--- config.mk ---
export PLATFORM = sky130hd
export DESIGN_NAME = sample_sink_flat
export DESIGN_NICKNAME = d
export VERILOG_FILES = /design/src/rtl/sample_sink_pkg.sv /design/src/rtl/sample_sink_if.sv /design/src/rtl/sample_sink_window_acc.sv /design/src/rtl/sample_sink.sv /design/src/flat_wrapper.sv
export SDC_FILE = /design/constraint.sdc
export NUM_CORES = 1
export LEC_CHECK = 0
export ABC_AREA = 1
export CAP_MARGIN = 20
export CORE_MARGIN = 10
export CORE_UTILIZATION = 25
export DETAILED_ROUTE_END_ITERATION = 8
export SYNTH_ARGS = -nofsm -noshare
export SYNTH_HDL_FRONTEND = slang
export SYNTH_SLANG_ARGS = --single-unit
--- constraint.sdc ---
create_clock -name clock -period 2.8 [get_ports clock]
set_input_delay 0.56 -clock clock [delete_from_list [all_inputs] [get_ports clock]]
set_output_delay 0.56 -clock clock [all_outputs]
set_load 0.02 [all_outputs]
--- src/rtl/sample_sink_pkg.sv ---
// Shared definitions for the sample sink: state encoding,
// parameter defaults and the accumulator width helper.
package sample_sink_pkg;

  localparam logic [1:0] S_IDLE    = 2'd0;
  localparam logic [1:0] S_GRANT   = 2'd1;
  localparam logic [1:0] S_DELAY   = 2'd2;
  localparam logic [1:0] S_CAPTURE = 2'd3;

  localparam int LOG2_WIN_D = 3;
  localparam int CAP_DLY_D  = 4;
  localparam int TMO_D      = 15;

  // Sum of 2**log2_win bytes never overflows this width.
  function automatic int acc_w(input int log2_win);
    return 8 + log2_win;
  endfunction

endpackage

--- src/rtl/sample_sink_if.sv ---
// Stop/ok grant handshake plus data byte from the fetch stage.
// master = upstream fetch stage, slave = sample sink.
interface sample_sink_if;
  logic       stop;
  logic [7:0] in;
  logic       ok;

  modport master (output stop, output in, input ok);
  modport slave  (input stop, input in, output ok);
endinterface

--- src/rtl/sample_sink_window_acc.sv ---
// Window accumulator: sum, running max and index; publishes
// avg/max/nwin (and XOR check with SAMPLE_SINK_XOR_CHK_EN) on close.
module window_acc
  import sample_sink_pkg::*;
#(
  parameter int LOG2_WIN = LOG2_WIN_D
) (
  input  logic        clk,
  input  logic        rst_n,
  input  logic        add,
  input  logic        clr,
  input  logic [7:0]  in,
  output logic        done,
  output logic [7:0]  avg,
  output logic [7:0]  max,
  output logic [15:0] nwin
`ifdef SAMPLE_SINK_XOR_CHK_EN
  ,
  output logic [7:0]  chk
`endif
);

  localparam int AW = acc_w(LOG2_WIN);

  logic [AW-1:0]       sum;
  logic [AW-1:0]       sum_nx;
  logic [7:0]          wmax;
  logic [7:0]          max_nx;
  logic [LOG2_WIN-1:0] idx;
  logic                last;
`ifdef SAMPLE_SINK_XOR_CHK_EN
  logic [7:0]          xacc;
`endif

  assign sum_nx = sum + AW'(in);
  assign max_nx = (in > wmax) ? in : wmax;
  assign last   = (idx == '1);

  always_ff @(posedge clk or negedge rst_n) begin
    if (!rst_n) begin
      sum  <= '0;
      wmax <= '0;
      idx  <= '0;
      done <= 1'b0;
      avg  <= '0;
      max  <= '0;
      nwin <= '0;
`ifdef SAMPLE_SINK_XOR_CHK_EN
      xacc <= '0;
      chk  <= '0;
`endif
    end else begin
      done <= 1'b0;
      if (clr) begin
        sum  <= '0;
        wmax <= '0;
        idx  <= '0;
`ifdef SAMPLE_SINK_XOR_CHK_EN
        xacc <= '0;
`endif
      end else if (add) begin
        if (last) begin
          avg  <= sum_nx[AW-1:LOG2_WIN];
          max  <= max_nx;
          done <= 1'b1;
          nwin <= nwin + 16'd1;
          sum  <= '0;
          wmax <= '0;
          idx  <= '0;
`ifdef SAMPLE_SINK_XOR_CHK_EN
          chk  <= xacc ^ in;
          xacc <= '0;
`endif
        end else begin
          sum  <= sum_nx;
          wmax <= max_nx;
          idx  <= idx + 1'b1;
`ifdef SAMPLE_SINK_XOR_CHK_EN
          xacc <= xacc ^ in;
`endif
        end
      end
    end
  end

endmodule

--- src/rtl/sample_sink.sv ---
// Sample sink: grants one fetch per stop request, captures a byte
// CAP_DLY clocks after stop falls and publishes window avg/max.
// Ports: clock, reset_, up (slave), avg, max, valid, nwin, err;
// SAMPLE_SINK_XOR_CHK_EN adds chk out and chk_ref in.
module sample_sink
  import sample_sink_pkg::*;
#(
  parameter int LOG2_WIN = LOG2_WIN_D,
  parameter int CAP_DLY  = CAP_DLY_D,
  parameter int TMO      = TMO_D
) (
  input  logic        clock,
  input  logic        reset_,
  sample_sink_if.slave up,
  output logic [7:0]  avg,
  output logic [7:0]  max,
  output logic        valid,
  output logic [15:0] nwin,
  output logic        err
`ifdef SAMPLE_SINK_XOR_CHK_EN
  ,
  output logic [7:0]  chk,
  input  logic [7:0]  chk_ref
`endif
);

  localparam int TMAX = (TMO > CAP_DLY) ? TMO : CAP_DLY;
  localparam int TW   = $clog2(TMAX + 1);

  logic [1:0]    state;
  logic [TW-1:0] timer;
  logic          ok;
  logic          tmo_hit;

  assign up.ok   = ok;
  assign tmo_hit = (state == S_GRANT) && up.stop
                && (timer == TW'(TMO - 1));

  always_ff @(posedge clock or negedge reset_) begin
    if (!reset_) begin
      state <= S_IDLE;
      timer <= '0;
      ok    <= 1'b0;
      err   <= 1'b0;
    end else begin
      unique case (state)
        S_IDLE: begin
          timer <= '0;
          if (up.stop && !err) begin
            state <= S_GRANT;
            ok    <= 1'b1;
          end
        end
        S_GRANT: begin
          if (!up.stop) begin
            state <= S_DELAY;
            timer <= '0;
          end else if (tmo_hit) begin
            state <= S_IDLE;
            timer <= '0;
            ok    <= 1'b0;
            err   <= 1'b1;
          end else begin
            timer <= timer + TW'(1);
          end
        end
        S_DELAY: begin
          // CAP_DLY-1 cycles here, then one CAPTURE cycle.
          if (timer == TW'(CAP_DLY - 2)) begin
            state <= S_CAPTURE;
            timer <= '0;
          end else begin
            timer <= timer + TW'(1);
          end
        end
        S_CAPTURE: begin
          state <= S_IDLE;
          ok    <= 1'b0;
        end
        default: state <= S_IDLE;
      endcase
`ifdef SAMPLE_SINK_XOR_CHK_EN
      if (valid && (chk != chk_ref))
        err <= 1'b1;
`endif
    end
  end

  window_acc #(.LOG2_WIN(LOG2_WIN)) u_acc (
    .clk   (clock),
    .rst_n (reset_),
    .add   (state == S_CAPTURE),
    .clr   (tmo_hit),
    .in    (up.in),
    .done  (valid),
    .avg   (avg),
    .max   (max),
    .nwin  (nwin)
`ifdef SAMPLE_SINK_XOR_CHK_EN
    ,
    .chk   (chk)
`endif
  );

endmodule

--- src/flat_wrapper.sv ---
// flat-port wrapper written by rule: the top's interface ports become plain ports
module sample_sink_flat import sample_sink_pkg::*;
#(
  parameter int LOG2_WIN = LOG2_WIN_D,
  parameter int CAP_DLY  = CAP_DLY_D,
  parameter int TMO      = TMO_D
)
  (clock, reset_, avg, max, valid, nwin, err, up_stop, up_in, up_ok);
  sample_sink_if up_i ();
  input  logic clock;
  input  logic reset_;
  output logic [7:0] avg;
  output logic [7:0] max;
  output logic valid;
  output logic [15:0] nwin;
  output logic err;
  input wire logic [$bits(up_i.stop)-1:0] up_stop;
  input wire logic [$bits(up_i.in)-1:0] up_in;
  output wire logic [$bits(up_i.ok)-1:0] up_ok;
  assign up_i.stop = up_stop;
  assign up_i.in = up_in;
  assign up_ok = up_i.ok;
  sample_sink #(.LOG2_WIN(LOG2_WIN), .CAP_DLY(CAP_DLY), .TMO(TMO)) u_core (.clock(clock), .reset_(reset_), .up(up_i), .avg(avg), .max(max), .valid(valid), .nwin(nwin), .err(err));
endmodule
[After elaboration in Yosys (flattened, before gate mapping)]
Cells that the tools add are included.
Cells by class
  add/sub/neg operators: 4
  multiplexer cells: 26
  order comparisons: 1
  equality and inequality tests: 11
  reductions and logical operators: 12
  bitwise logic cells: 1
Operators by type and width (count)
  $mux 11: 3
  $mux 8: 4
  $add 16x1->16 const B: 1
  $mux 4: 3
  $pmux 4 s3: 1
  $add 11x8->11: 1
  $mux 3: 3
  $reduce_and 3->1: 3
  $gt 8x8->1: 1
  $mux 2: 4
  $pmux 2 s4: 1
  $mux 1: 6
  $ne 2x1->1 const B: 3
  $reduce_bool 3->1: 2
  $add 4x1->4 const B: 1
  $eq 2x2->1 const B: 2
  $eq 4x2->1 const B: 1
  $eq 4x4->1 const B: 1
  $reduce_and 4->1: 1
  $add 3x1->3 const B: 1
  $eq 3x3->1 const B: 1
  $logic_and 1x1->1: 3
  $ne 3x2->1 const B: 1
  $pmux 1 s3: 1
  other kinds (6): 6
Word-level totals
  flip-flop bits (word level): 63
  output and inout port bits: 35
  word-level logic and storage cells: 66
  input port bits: 11

[Depth between registers and ports, before layout]
  depth after elaboration: 6
  mapped depth: 13

[Modules after synthesis]
A second synthesis with hierarchy kept.
Second synthesis, totals
  cells, all modules: 439
  area total of the unflattened synthesis: 3593.4 um^2
Modules (own cells, without submodules)
  window_acc: sequential area each 1376.3 um^2, instances 1, area each 3032.9 um^2, cells each 370
  sample_sink: sequential area each 200.2 um^2, instances 1, area each 560.5 um^2, cells each 69

[Least setup slack after synthesis]
OpenSTA, ideal clock, no wires.
  path kind: input to register
  from: in up_in[0]
  to: reg u_core.u_acc.avg[3]
  slack: 0.789 ns
  stages on the path: 9
  path buffers: 0
  arrival: 1.894 ns
  cells stage by stage: ha_1 > fa_1 > nand2_1 > nand3_1 > nand2_1 > o21ai_0 > or2_2 > nand3_1 > nand2_1
Between the ends
  word-level cells in the longest chain between the ends: 1
Ends and longest elaborated chain
  start, declared: line flat_wrapper.sv:18  | input wire logic [$bits(up_i.in)-1:0] up_in;
  $add 11x8->11: line sample_sink_window_acc.sv:35  | assign sum_nx = sum + AW'(in);
  end signal, assigned: line sample_sink_window_acc.sv:63  | avg <= sum_nx[AW-1:LOG2_WIN];
  end, declared: line sample_sink_window_acc.sv:14  | output logic [7:0] avg,
No other way between the ends.
A chain may end at the register's enable or synchronous reset.

[Worst setup path in the final report]
  from: in up_in[0]
  to: reg u_core.u_acc.sum[6]
Between the ends
  word-level cells in the longest chain between the ends: 4
Ends and longest elaborated chain
  $add 11x8->11: line sample_sink_window_acc.sv:35
  $mux 11: line sample_sink_window_acc.sv:62  | if (last) begin
  $mux 11: line sample_sink_window_acc.sv:61  | end else if (add) begin
  $mux 11: line sample_sink_window_acc.sv:54  | if (clr) begin
  end signal, assigned: line sample_sink_window_acc.sv:75  | sum <= sum_nx;
  end, declared: line sample_sink_window_acc.sv:25  | logic [AW-1:0] sum;
No other way between the ends. The select of a mux whose other input is x is not followed.

==> impl_metrics.tcl <==
set metrics [dict create \
    fin_skew_ns 0.00817 \
    rows 43 \
    powerDensity_mw_per_mm2 945 \
    grt.overflow.total 0 \
    syn_inst 456 \
    cts-root-buf "clkbuf_16" \
    yosysUniqueCellTypes 30 \
    synth_area_leader_cell "dfrtp_1" \
    power_frac_seq 0.318 \
    place.detailed.hpwl_um 6670 \
    p_leak_nw 2.24 \
    yosys_warnings 0 \
    htree_num_levels 3 \
    core-area_mm2 0.0140 \
    p_clk_frac 0.276 \
    antenna_found_initial 0 \
    yosysTopAreaCellShare 0.434 \
    clk_pin_slew_ns 0.06 \
    grt_usage 0.0928 \
    crit_path_start_kind "primary input" \
    crit_type "in2reg" \
    cts_made_buffers 9 \
    min-delay-path-class "in2async" \
    io_pins 46 \
    worst_ep_required_time_ns 3.02 \
    setup-tns-final_ns 0 \
    yosys-top-cells-area "dfrtp_1 (43%), nand2_1 (16%), ha_1 (9.0%), nand3_1 (7.7%), inv_1 (5.1%)" \
    status "complete, no violations" \
    numClockSinks 63 \
    die_y_um 141 \
    synth_nets 494 \
    worst_slew_pin_slew_ns 0.819 \
    area_growth_pct 26.2 \
    layout_min_cycle_time_ns 2.29 \
    first_pass_iters 4 \
    crit_arrival_ns 2.51 \
    period_share 0.818 \
    routedWlPerCell_um 13.0 \
    drv_cap 0 \
    viasPerCell 4.44 \
    grt_pass1_vias 3078 \
    grt_pass1_wl_um 15100 \
    post_cts_buffers 0 \
    rsz0062_at_grt "no" \
    comb_power_share 0.405 \
    p_sw_mw 1.68 \
    slew-limit-headroom 0.454 \
    numPlacedInstances 677 \
    clock.fmax_mhz 437 \
    cts_hold_buffers 0 \
    drive_above_1_share 0.0682 \
    synth_seq_area_share 0.434 \
    start_util 0.259 \
    finalNetCount 546 \
    portBuffers 45 \
    antenna_cells 0 \
    grt_max_degree 64 \
    wirelength_um 8990 \
    path_max_fanout 3 \
    crit_path_start "up_in[0]" \
    cts_max_path_buffers 2 \
    ir_drop_mv 0.307 \
    setup_viol 0 \
    ys_ff_latch 63 \
    gp_congestion 0.878 \
    internal_power_mw 2.66 \
    drtIter0Drc 140 \
    num_vias 3075 \
    crit_chain "clkdlybuf4s50_1 > ha_1 > fa_1 > nand2_1 > nand3_1 > nand2_1 > o21ai_0 > or2_2 > nand3_1 > nand2_1" \
    cpPeakStageDelay_ns 0.43 \
    instances_no_fill 693 \
    switching_share 0.387 \
    crit_slowest_cell "fa_1" \
    syn_avg_cell_area_um2 7.97 \
    clock_latency_ns 0.34 \
    end_kind "register" \
    syn-cell-area_mm2 0.00363 \
    crit_top_cell "nand2_1" \
    dieArea_mm2 0.0198 \
    postRouteAntennaNets 0 \
    cts_tree "built" \
    timing.final.hold_violations 0 \
    drc 0 \
    die_w_um 141 \
    cts_resized 0 \
    slew_viol_final 0 \
]
## kinds of logic after synthesis
logic type / Yosys count / synth area share
XOR/XNOR: 19 / 0.0458
flip-flops: 63 / 0.434
AND/OR/NAND/NOR: 254 / 0.304
adder cells (fa/ha/maj): 27 / 0.0950
AO/OA/AOI/OAI: 34 / 0.0520
buffers and inverters: 59 / 0.0696
## per-stage QoR
stage | setup WS [ns] | hold WS [ns] | area, µm² | util | total power, mW
floorplan | 0.789 | 0.264 | 3630 | - | 2.60
global placement | 0.234 | 0.464 | 4270 | 0.304 | 3.11
detailed placement | 0.211 | 0.465 | 4270 | 0.304 | 3.16
CTS | 0.517 | 0.440 | 4590 | 0.327 | 4.39
global route | 0.384 | 0.494 | 4590 | 0.327 | 4.70
finish | 0.511 | 0.396 | 4590 | 0.327 | 4.34
## cells in the mapped netlist (all sizes together)
cell,n
dfrtp,63
a21oi,11
nor2,26
xnor2,5
nand3b,1
o21bai,1
a22o,3
and2,1
nand3,57
nand4,5
nor3,5
nand2,157
xor2,14
inv,51
fa,1
a21o,1
o31ai,1
o21ai,17
or2,2
buf,8
ha,26
## critical path, delay by kind of cell
family                     cells  cell delay (ns)
and+or+nand+nor                6             0.72
adders and majority gates      2             0.68
buffers and inverters          1             0.42
AOI/OAI and AO/OA              1             0.12
## metal layers
layer	track usage	vias to the layer above	share of wire
met1	0.112	1458	0.47
li1	-	1568	-
met2	0.154	40	0.48
met5	0	-	0
met4	0.0446	0	0.016
met3	0.0189	9	0.029
## worst paths after layout
check / cells after the start / slack [ns] / to
min in group clock: 2 / 0.48 / u_core.u_acc.max[4]$_DFFE_PN0P_
worst min-delay path: 2 / 0.40 / u_core.up.ok$_DFFE_PN0P_
worst max-delay path: 10 / 0.51 / u_core.u_acc.sum[6]$_DFFE_PN0P_
max in group asynchronous: 2 / 1.85 / u_core.u_acc.sum[6]$_DFFE_PN0P_
worst max register to register: 8 / 0.77 / u_core.u_acc.nwin[5]$_DFFE_PN0P_
worst min register to register: 2 / 0.48 / u_core.u_acc.max[4]$_DFFE_PN0P_
## layout make-up
type	count	area, µm²
repair buffers	49	475
well taps	180	225
flip-flops and latches	63	1580
clock inverters	6	85.1
inverters	51	191
clock buffers	10	229
fillers	1465	9460
multi-input cells	334	1800
## sequential cells by signal, indices dropped and copies added (netlist names), named ones only
register and cells:
u_core.u_acc.max 8, u_core.u_acc.nwin 16, u_core.up.ok 1, u_core.u_acc.done 1, u_core.u_acc.sum 11, u_core.u_acc.avg 8
u_core.u_acc.idx 3, u_core.timer 4, u_core.u_acc.wmax 8, u_core.state 1, u_core.err 1
## cell usage in the layout, fill, tap and decap left out
master / count
clkinv_2: 2
inv_1: 49
fa_1: 1
clkdlybuf4s50_1: 44
nand2_1: 153
nand3_2: 1
clkbuf_1: 1
nand4_2: 1
nand2_2: 4
o21ai_0: 15
nand3b_1: 1
ha_1: 26
a22o_1: 3
nand4_1: 4
inv_2: 2
nor2_2: 2
nor2_1: 21
a21oi_1: 11
buf_2: 1
nor3_1: 5
bufinv_16: 2
o31ai_1: 1
clkbuf_16: 9
xor2_1: 14
or2_2: 2
dfrtp_1: 63
nand3_1: 56
xnor2_1: 5
nor2_4: 3
o21bai_1: 1
and2_1: 1
buf_4: 4
o21ai_1: 2
clkinvlp_4: 2
a21o_1: 1
## power groups by stage
stage | combinational, mW | sequential [mW] | clock (mW)
after global routing | 2.02 | 1.42 | 1.26
after floorplan | 1.13 | 1.47 | 0
final | 1.76 | 1.38 | 1.20
after global placement | 1.73 | 1.38 | 0
after CTS | 1.78 | 1.38 | 1.23
after detailed placement | 1.77 | 1.39 | 0
No activity file was read; power rests on OpenSTA's default activity.
